File: config.mk
export PLATFORM = sky130hd
export DESIGN_NAME = ram_arbiter
export DESIGN_NICKNAME = d
export VERILOG_FILES = /design/src/rtl/ram_arbiter.sv
export SDC_FILE = /design/constraint.sdc
export NUM_CORES = 1
export LEC_CHECK = 0
export BUFFER_PORTS_ARGS = -buffer_cell sky130_fd_sc_hd__buf_4
export CELL_PAD_IN_SITES_DETAIL_PLACEMENT = 1
export CELL_PAD_IN_SITES_GLOBAL_PLACEMENT = 1
export CORE_AREA = 10 10 150 152
export DETAILED_ROUTE_END_ITERATION = 16
export DIE_AREA = 0 0 160 162
export PLACE_DENSITY = 0.61
export SLEW_MARGIN = 20
export SYNTH_ARGS = -nofsm -noshare
export SYNTH_HDL_FRONTEND = slang
export SYNTH_SLANG_ARGS = --single-unit
File: constraint.sdc
create_clock -name clk_i -period 5.45 [get_ports clk_i]
set_clock_uncertainty 0.1 [all_clocks]
set_input_delay 0 -clock clk_i [delete_from_list [all_inputs] [get_ports clk_i]]
set_output_delay 0 -clock clk_i [all_outputs]
set_load 0.02 [all_outputs]
File: src/rtl/ram_arbiter.sv
`default_nettype none
// ============================================================================
// Module   : ram_arbiter
// Brief    : Registered round-robin arbiter sharing one RAM port between NREQ
//            cache requesters. Holds the grant across locked multi-word
//            transfers, with a cap on consecutive locked completions.
// Revision : 1.0 - initial release
// ============================================================================
module ram_arbiter #(
   parameter int NREQ     = 4,
   parameter int LOCK_MAX = 8
) (
   input  logic               clk_i,
   input  logic               rst_ni,
   input  logic [NREQ-1:0]    req_ren_i,
   input  logic [NREQ-1:0]    req_wen_i,
   input  logic [NREQ-1:0]    req_lock_i,
   input  logic [NREQ*32-1:0] req_addr_i,
   input  logic [NREQ*32-1:0] req_store_i,
   output logic [NREQ-1:0]    req_wait_o,
   output logic [31:0]        req_load_o,
   output logic               ramREN_o,
   output logic               ramWEN_o,
   output logic [31:0]        ramaddr_o,
   output logic [31:0]        ramstore_o,
   input  logic [1:0]         ramstate_i,
   input  logic [31:0]        ramload_i
);

   localparam int IDX_W = (NREQ > 1) ? $clog2(NREQ) : 1;
   localparam int CNT_W = $clog2(LOCK_MAX + 1);
   localparam logic [CNT_W:0] LOCK_MAX_W = (CNT_W+1)'(LOCK_MAX);

   // RAM status encoding: FREE=0, BUSY=1, ACCESS=2, ERROR=3. Only ACCESS
   // completes a transfer; every other value simply holds the grant.
   localparam logic [1:0] RAM_ACCESS = 2'd2;

   typedef enum logic [0:0] {
      IDLE  = 1'b0,
      GRANT = 1'b1
   } state_t;

   state_t            state_q, state_d;
   logic [IDX_W-1:0]  gnt_q, gnt_d;
   logic [IDX_W-1:0]  last_q, last_d;
   logic [CNT_W-1:0]  lock_cnt_q, lock_cnt_d;

   logic [NREQ-1:0]   w_active;
   logic              w_done;
   logic              w_granted;
   logic [IDX_W-1:0]  w_sel_idx;
   logic              w_sel_found;
   logic [IDX_W-1:0]  w_cand;
   logic [CNT_W:0]    w_lock_nxt;
   logic              w_lock_ok;

   logic [31:0]       w_addr  [NREQ];
   logic [31:0]       w_store [NREQ];

   assign w_active  = req_ren_i | req_wen_i;
   assign w_granted = (state_q == GRANT);
   assign w_done    = w_granted & (ramstate_i == RAM_ACCESS);

   // Unpack the flat per-requester buses so the grant index selects directly.
   generate
      for (genvar i = 0; i < NREQ; i++) begin : g_unpack
         assign w_addr[i]  = req_addr_i[32*i +: 32];
         assign w_store[i] = req_store_i[32*i +: 32];
      end
   endgenerate

   // A requester stalls unless it is the one completing this cycle.
   generate
      for (genvar i = 0; i < NREQ; i++) begin : g_wait
         assign req_wait_o[i] = w_active[i] & ~(w_done & (gnt_q == IDX_W'(i)));
      end
   endgenerate

   // Round-robin pick: first active index after the last one served.
   always_comb begin
      w_sel_found = 1'b0;
      w_sel_idx   = '0;
      w_cand      = '0;
      for (int k = 1; k <= NREQ; k++) begin
         if (int'(last_q) + k >= NREQ) begin
            w_cand = IDX_W'(int'(last_q) + k - NREQ);
         end else begin
            w_cand = IDX_W'(int'(last_q) + k);
         end
         if (!w_sel_found && w_active[w_cand]) begin
            w_sel_found = 1'b1;
            w_sel_idx   = w_cand;
         end
      end
   end

   // Lock continues only while the next completion stays under the cap.
   assign w_lock_nxt = {1'b0, lock_cnt_q} + {{CNT_W{1'b0}}, 1'b1};
   assign w_lock_ok  = (w_lock_nxt < LOCK_MAX_W);

   // Next-state logic: arbitrate in IDLE, hold or release in GRANT.
   always_comb begin
      state_d    = state_q;
      gnt_d      = gnt_q;
      last_d     = last_q;
      lock_cnt_d = lock_cnt_q;
      unique case (state_q)
         IDLE: begin
            if (|w_active) begin
               gnt_d   = w_sel_idx;
               state_d = GRANT;
            end
         end
         GRANT: begin
            if (!w_active[gnt_q]) begin
               // Withdrawn request: release without a completion.
               state_d    = IDLE;
               last_d     = gnt_q;
               lock_cnt_d = '0;
            end else if (w_done) begin
               if (req_lock_i[gnt_q] && w_lock_ok) begin
                  lock_cnt_d = w_lock_nxt[CNT_W-1:0];
               end else begin
                  state_d    = IDLE;
                  last_d     = gnt_q;
                  lock_cnt_d = '0;
               end
            end
         end
         default: begin
            state_d = IDLE;
         end
      endcase
   end

   // State registers; reset leaves requester 0 as the first winner.
   always_ff @(posedge clk_i or negedge rst_ni) begin
      if (!rst_ni) begin
         state_q    <= IDLE;
         gnt_q      <= '0;
         last_q     <= IDX_W'(NREQ - 1);
         lock_cnt_q <= '0;
      end else begin
         state_q    <= state_d;
         gnt_q      <= gnt_d;
         last_q     <= last_d;
         lock_cnt_q <= lock_cnt_d;
      end
   end

   // RAM side is driven only while granted; a write wins over a read.
   assign ramWEN_o   = w_granted & req_wen_i[gnt_q];
   assign ramREN_o   = w_granted & req_ren_i[gnt_q] & ~req_wen_i[gnt_q];
   assign ramaddr_o  = w_granted ? w_addr[gnt_q]  : 32'h0;
   assign ramstore_o = w_granted ? w_store[gnt_q] : 32'h0;
   assign req_load_o = ramload_i;

endmodule
`default_nettype wire

==> summary.txt, run 1 <==
Clock network
  – Clock sink count: 9
  – Post-cts sizing count: 0
  – Worst-path clk slew: 0.04 ns
  – Clock Latency Late Sink: 0.23 ns
  – # H-tree levels: 1
  – CTS tree: yes
  – CTS hold repair buffers: 33
  – Total CTS buffers: 3
  – Clk buf depth: 2
  – CTS Root Cell: clkbuf_16
  – # Post-CTS Setup Buffers: 0

Setup path
  – WS Path Type: reg -> out
  – Critical Path RT: 5.35 ns
  – Data arrival time of the critical path: 2.71 ns
  – Reg2reg path depth: 4
  – Crit path launch type: flop
  – Worst R2R Setup Slack: 2.99 ns
  – Reg-to-Reg Start: gnt_q[0]$_DFFE_PN0P_
  – Crit path max fanout: 47
  – CP Capture Type: primary output
  – Worst reg2reg endpoint: last_q[0]$_DFFE_PN1P_

STA
  – Min Tclk post-route: 2.81 ns
  – Final setup TNS: 0 ns
  – Final Hold Fails: 0
  – # setup viols final: 0
  – Max-slew headroom: 0.275
  – RSZ-0062 raised after global routing: no
  – Tcrit/Tclk final: 0.515
  – Final worst slack: 2.64 ns
  – Max-slew violation count: 0
  – Tightest Pin Transition: 1.09 ns
  – Fmax: 0.356 GHz

Synthesis
  – Synth Area in Adders: 0.00440
  – Largest family of logic cells by synthesized area: multiplexers
  – Synth cell types: 36
  – Synth Register Bits: 9
  – Mean post-synth cell area: 11.3 sq um
  – Dominant cells by area after synthesis: mux4_2, and2_1, buf_4, dfrtp_1, clkbuf_1
  – Syn Nets: 557
  – Mux cell area share after synthesis: 0.554
  – Top_reg_cell synth: dfrtp_1
  – XOR/XNOR share of the synthesized area: 0
  – Post-synth EDFFs: 0
  – Synth Cell Area: 2840 sq um
  – Seq/Total Area, Yosys: 0.0801
  – Compound-cell area share of the yosys netlist: 0.0554
  – Post-synthesis cell count: 252
  – Cell taking the most area after synthesis: mux4_2
  – Async SR Flop Fraction: 1.00
  – Ys Warns: 0
  – Yosys top cell area share: 0.538
  – Simple-gate share of the synthesized area: 0.182

Finish
  – Most frequent cells in the layout: buf_4, mux4_2, and2_1
  – P&R area growth vs syn: 105%
  – Fin cells: 841
  – Filler cells: 2276
  – Most common cell after layout, fill and taps aside: buf_4
  – Layout cell share with drive strength beyond 1: 0.733
  – Footprint of the multi-input gates: 2260 sq um
  – Layout net count: 882
  – Ant diodes: 0
  – Final Core Density: 0.300
  – Sequential cell area: 236 sq um

Floorplan
  – Effective utilization at floorplan: 0.147
  – Die Y-Extent: 162 microns
  – FP Rows: 51
  – Chip width: 160 microns
  – Full die area: 25900 sq um
  – Ports: 406
  – Core area: 19400 sq um

Route
  – Detailed Route WL: 18900 microns
  – Drt first pass iters: 4
  – Avg Vias per Cell: 4.29
  – Vias: 3604
  – Post-route DRC: 0
  – DRT iter0 DRCs: 138
  – Antenna Nets Post-Route: 0
  – WL/cell: 22.4 microns

Global routing
  – Initial antenna violation count: 0
  – GRT Resource Usage Total: 0.135
  – Vias in the first global route: 4343
  – GRT overflow: 0
  – Largest net degree at the start of global routing: 74
  – First-pass GRT wire length: 27800 microns

Placed design
  – Placed Cells: 804
  – Number of buffers added on ports: 341
  – Placement Setup Slack: 2.72 ns
  – Final GP Congestion: 0.892
  – DP Wirelength: 15900 microns

Run status
  – Outcome: finished clean

Power and ir drop
  – Power per standard cell area: 429 nW/um^2
  – Max VDD drop: 0.200 mV
  – Leakage power: 2.68 nW

Worst hold path
  – Worst hold path class: in -> async

Job
  – Max-Cap Viols: 0
stage by stage:
step / instance area, sq um / hold WS (ns) / total power [mW]
global route: 5820 / 0.0675 / 2.69
finish: 5820 / 0.0365 / 2.50
floorplan: 2840 / -0.396 / 1.58
detailed placement: 5410 / -0.270 / 2.38
global placement: 5410 / -0.274 / 2.34
CTS: 5820 / 0.0494 / 2.55
report_power, final:
part,switching [mW],internal [mW],leakage [nW]
registers,0.243,0.104,0.105
logic,0.891,1.13,2.54
clock network,0.0308,0.0977,0.0382
worst max-delay path by stage:
stage | slack [ns] | to | cells past startpoint | from
6_report | 2.64 | ramaddr_o[20] | 4 | gnt_q[0]$_DFFE_PN0P_
5_1_grt | 2.35 | ramaddr_o[17] | 4 | gnt_q[0]$_DFFE_PN0P_
4_1_cts | 2.47 | ramaddr_o[18] | 4 | gnt_q[0]$_DFFE_PN0P_
3_5_place_dp | 2.72 | ramaddr_o[18] | 4 | gnt_q[0]$_DFFE_PN0P_
3_3_place_gp | 2.75 | ramaddr_o[17] | 4 | gnt_q[0]$_DFFE_PN0P_
2_1_floorplan | 3.73 | last_q[0]$_DFFE_PN1P_ | 5 | gnt_q[0]$_DFFE_PN0P_
worst max-delay path, stage by stage, from the launching register on:
cell     delay (ns)
dfrtp_4        0.96
buf_4          0.57
mux4_2         0.58
and2_1         0.17
buf_4          0.15
synthesized netlist by cell type, types with 3 or more instances:
cell type  count
buf_4         32
nor2_1         9
buf_2          7
a21oi_1        4
mux4_2        68
nand2_1        5
dfrtp_1        7
nand2b_1       3
clkbuf_1      15
o21ai_0        4
and2_1        67
layer usage:
layer | track usage | vias to the layer above | part of all wire
li1 | - | 1598 | -
met1 | 0.143 | 1768 | 0.36
met2 | 0.260 | 221 | 0.55
met3 | 0.0389 | 17 | 0.079
met4 | 0.0246 | 0 | 0.014
met5 | 0 | - | 0
layout make-up:
| cell class | instances | share of cell area |
|---|---|---|
| well taps | 265 | 0.0570 |
| inverters | 2 | 0.00129 |
| clock buffers | 4 | 0.0135 |
| flip-flops and latches | 9 | 0.0406 |
| repair buffers | 376 | 0.499 |
| multi-input cells | 185 | 0.389 |
registers in the layout, summed over array words and instances, names as in the netlist:
| signal | cells |
|---|---|
| gnt_q | 2 |
| last_q | 2 |
| lock_cnt_q | 4 |
| state_q | 1 |
cell families after synthesis:
group	count (synthesis)
compound gates	23
buf+inv	58
fa+ha+maj	1
flops	9
simple gates	89
mux	72
No activity file was read; power rests on OpenSTA's default activity.
==> run 2: changes to the inputs <==
clock period = 2.9 ns   (was 5.45 ns; I/O delays follow)
==> summary.txt, run 2 (synthesis results as in run 1) <==
Run status
  – Outcome: finished clean (unchanged)

Clock network
  – # H-tree levels: 1 (unchanged)
  – CTS tree: yes (unchanged)
  – Total CTS buffers: 3 (unchanged)
  – CTS hold repair buffers: 33 (unchanged)
  – Worst-path clk slew: 0.04 ns (about the same)
  – CTS Root Cell: clkbuf_16 (unchanged)
  – Post-cts sizing count: 0 (unchanged)
  – Clk buf depth: 2 (unchanged)
  – Clock Latency Late Sink: 0.24 ns (was 0.23 ns)
  – # Post-CTS Setup Buffers: 0 (unchanged)
  – Clock sink count: 9 (unchanged)

Route
  – Wire length on met3: 1540 microns (was 1490 microns)
  – Uppermost layer routed: met4 (unchanged)
  – Met2 WL: 10400 microns (about the same)
  – Antenna Nets Post-Route: 0 (unchanged)
  – WL/cell: 22.4 microns (about the same)
  – Avg Vias per Cell: 4.24 (was 4.29)
  – Detailed Route WL: 19000 microns (was 18900 microns)
  – Vias: 3582 (was 3604)
  – M1 wire length: 6650 microns (was 6750 microns)
  – Post-route DRC: 0 (unchanged)
  – Drt first pass iters: 4 (unchanged)
  – DRT iter0 DRCs: 162 (was 138)

Setup path
  – Max incr delay on CP: 0.64 ns (was 0.96 ns)
  – Data arrival time of the critical path: 2.23 ns (was 2.71 ns)
  – Crit path max fanout: 36 (was 47)
  – Critical Path, Cell by Cell: buf_4, mux4_2, and2_1, buf_4 (unchanged)
  – Cell mode on critical path: buf_4 (unchanged)
  – Crit path launch type: flop (unchanged)
  – WS Path Type: reg -> out (unchanged)
  – CP Capture Type: primary output (unchanged)
  – Critical Path RT: 2.80 ns (was 5.35 ns)
  – Critical-path top delay cell: mux4_2 (was dfrtp_4)

Finish
  – Max reg flops: 4 (unchanged)
  – Most frequent cells in the layout: buf_4, mux4_2, and2_1 (unchanged)
  – Regs by FF count: lock_cnt_q (4), gnt_q (2), last_q (2) (unchanged)
  – Biggest register: lock_cnt_q (unchanged)
  – Most common cell after layout, fill and taps aside: buf_4 (unchanged)
  – Layout cell share with drive strength beyond 1: 0.734 (was 0.733)
  – P&R area growth vs syn: 105% (about the same)
  – Filler cells: 2315 (was 2276)
  – Layout net count: 885 (was 882)

Global routing
  – GRT overflow: 0 (unchanged)
  – First-pass GRT wire length: 27400 microns (was 27800 microns)
  – Initial antenna violation count: 1 (was 0)
  – Vias in the first global route: 4255 (was 4343)
  – Largest net degree at the start of global routing: 43 (was 74)
  – GRT Resource Usage Total: 0.134 (was 0.135)

STA
  – # setup viols final: 0 (unchanged)
  – Tcrit/Tclk final: 0.805
  – Final Hold Fails: 0 (unchanged)
  – Final worst slack: 0.566 ns (was 2.64 ns)
  – Final setup TNS: 0 ns (unchanged)
  – Tightest Pin Transition: 0.661 ns (was 1.09 ns)
  – Min Tclk post-route: 2.33 ns
  – Fmax: 0.428 GHz
  – Max-slew violation count: 0 (unchanged)
  – RSZ-0062 raised after global routing: no (unchanged)
  – Max-slew headroom: 0.559 (was 0.275)

Job
  – Max-Cap Viols: 0 (unchanged)

Placed design
  – Number of buffers added on ports: 341 (unchanged)
  – DP Wirelength: 16100 microns (was 15900 microns)
  – Placement Setup Slack: 0.787 ns (was 2.72 ns)
  – Final GP Congestion: 0.907 (was 0.892)

Floorplan
  – Die Y-Extent: 162 microns (unchanged)
  – Core area: 19400 sq um (unchanged)
  – Ports: 406 (unchanged)
  – FP Rows: 51 (unchanged)
  – Chip width: 160 microns (unchanged)
  – Effective utilization at floorplan: 0.147 (unchanged)
  – Full die area: 25900 sq um (unchanged)

Power and ir drop
  – Max VDD drop: 0.438 mV (was 0.200 mV)
  – Leakage power: 2.70 nW (was 2.68 nW)
  – Power per standard cell area: 807 nW/um^2 (was 429 nW/um^2)

Worst hold path
  – Worst hold path class: in -> async (unchanged)
==> run 2: power breakdown <==
group | total, mW | internal (mW) | switching (mW)
sequential | 0.325 | 0.199 | 0.126
combinational | 4.14 | 2.14 | 2.00
clock | 0.245 | 0.184 | 0.0612
total | 4.71 | 2.52 | 2.19
==> run 2: cell type report <==
class / instances / area, sq um / share of cell area
timing repair buffer: 379 / 2930 / 0.501
multi-input combinational: 185 / 2260 / 0.387
tap: 265 / 332 / 0.0567
sequential: 9 / 234 / 0.0400
clock buffer: 4 / 78.8 / 0.0135
inverter: 2 / 7.51 / 0.00128
antenna: 1 / 2.50 / 0.000428
==> run 2: critical path, delay by kind of cell, from the launching register on <==
family / cells / cell delay [ns]
mux: 1 / 0.64
flops: 1 / 0.43
buf+inv: 2 / 0.68
simple gates: 1 / 0.19
==> run 2: metrics by stage <==
step	instance area, sq um	std cells	utilization	total power [mW]	hold slack (ns)
floorplan	2840	252	-	2.98	-0.396
global route	5840	844	0.301	5.06	0.0535
finish	5840	845	0.301	4.71	0.0416
global placement	5430	807	0.280	4.41	-0.272
CTS	5840	844	0.301	4.81	0.0440
detailed placement	5430	807	0.280	4.48	-0.266
==> run 2: path summary, 6_finish.rpt <==
check                                                from                         to  slack, ns  depth (start not counted)
worst max-delay path                 gnt_q[0]$_DFFE_PN0P_             ramstore_o[12]       0.57                          4
min in group clk_i                          ramstate_i[1]  lock_cnt_q[2]$_DFFE_PN0P_       0.08                          4
max in group asynchronous                          rst_ni      last_q[1]$_DFFE_PN1P_       2.44                          2
worst min register to register  lock_cnt_q[3]$_DFFE_PN0P_  lock_cnt_q[3]$_DFFE_PN0P_       0.41                          1
worst min-delay path                               rst_ni  lock_cnt_q[1]$_DFFE_PN0P_       0.04                          2
worst max register to register  lock_cnt_q[0]$_DFFE_PN0P_      last_q[1]$_DFFE_PN1P_       1.07                          6
==> run 2: routing by layer <==
metal  vias to the layer above  global-route usage
met1                      1739               0.138
met3                        18              0.0427
met4                         0              0.0309
li1                       1607                   -
met2                       218               0.259
met5                         -                   0
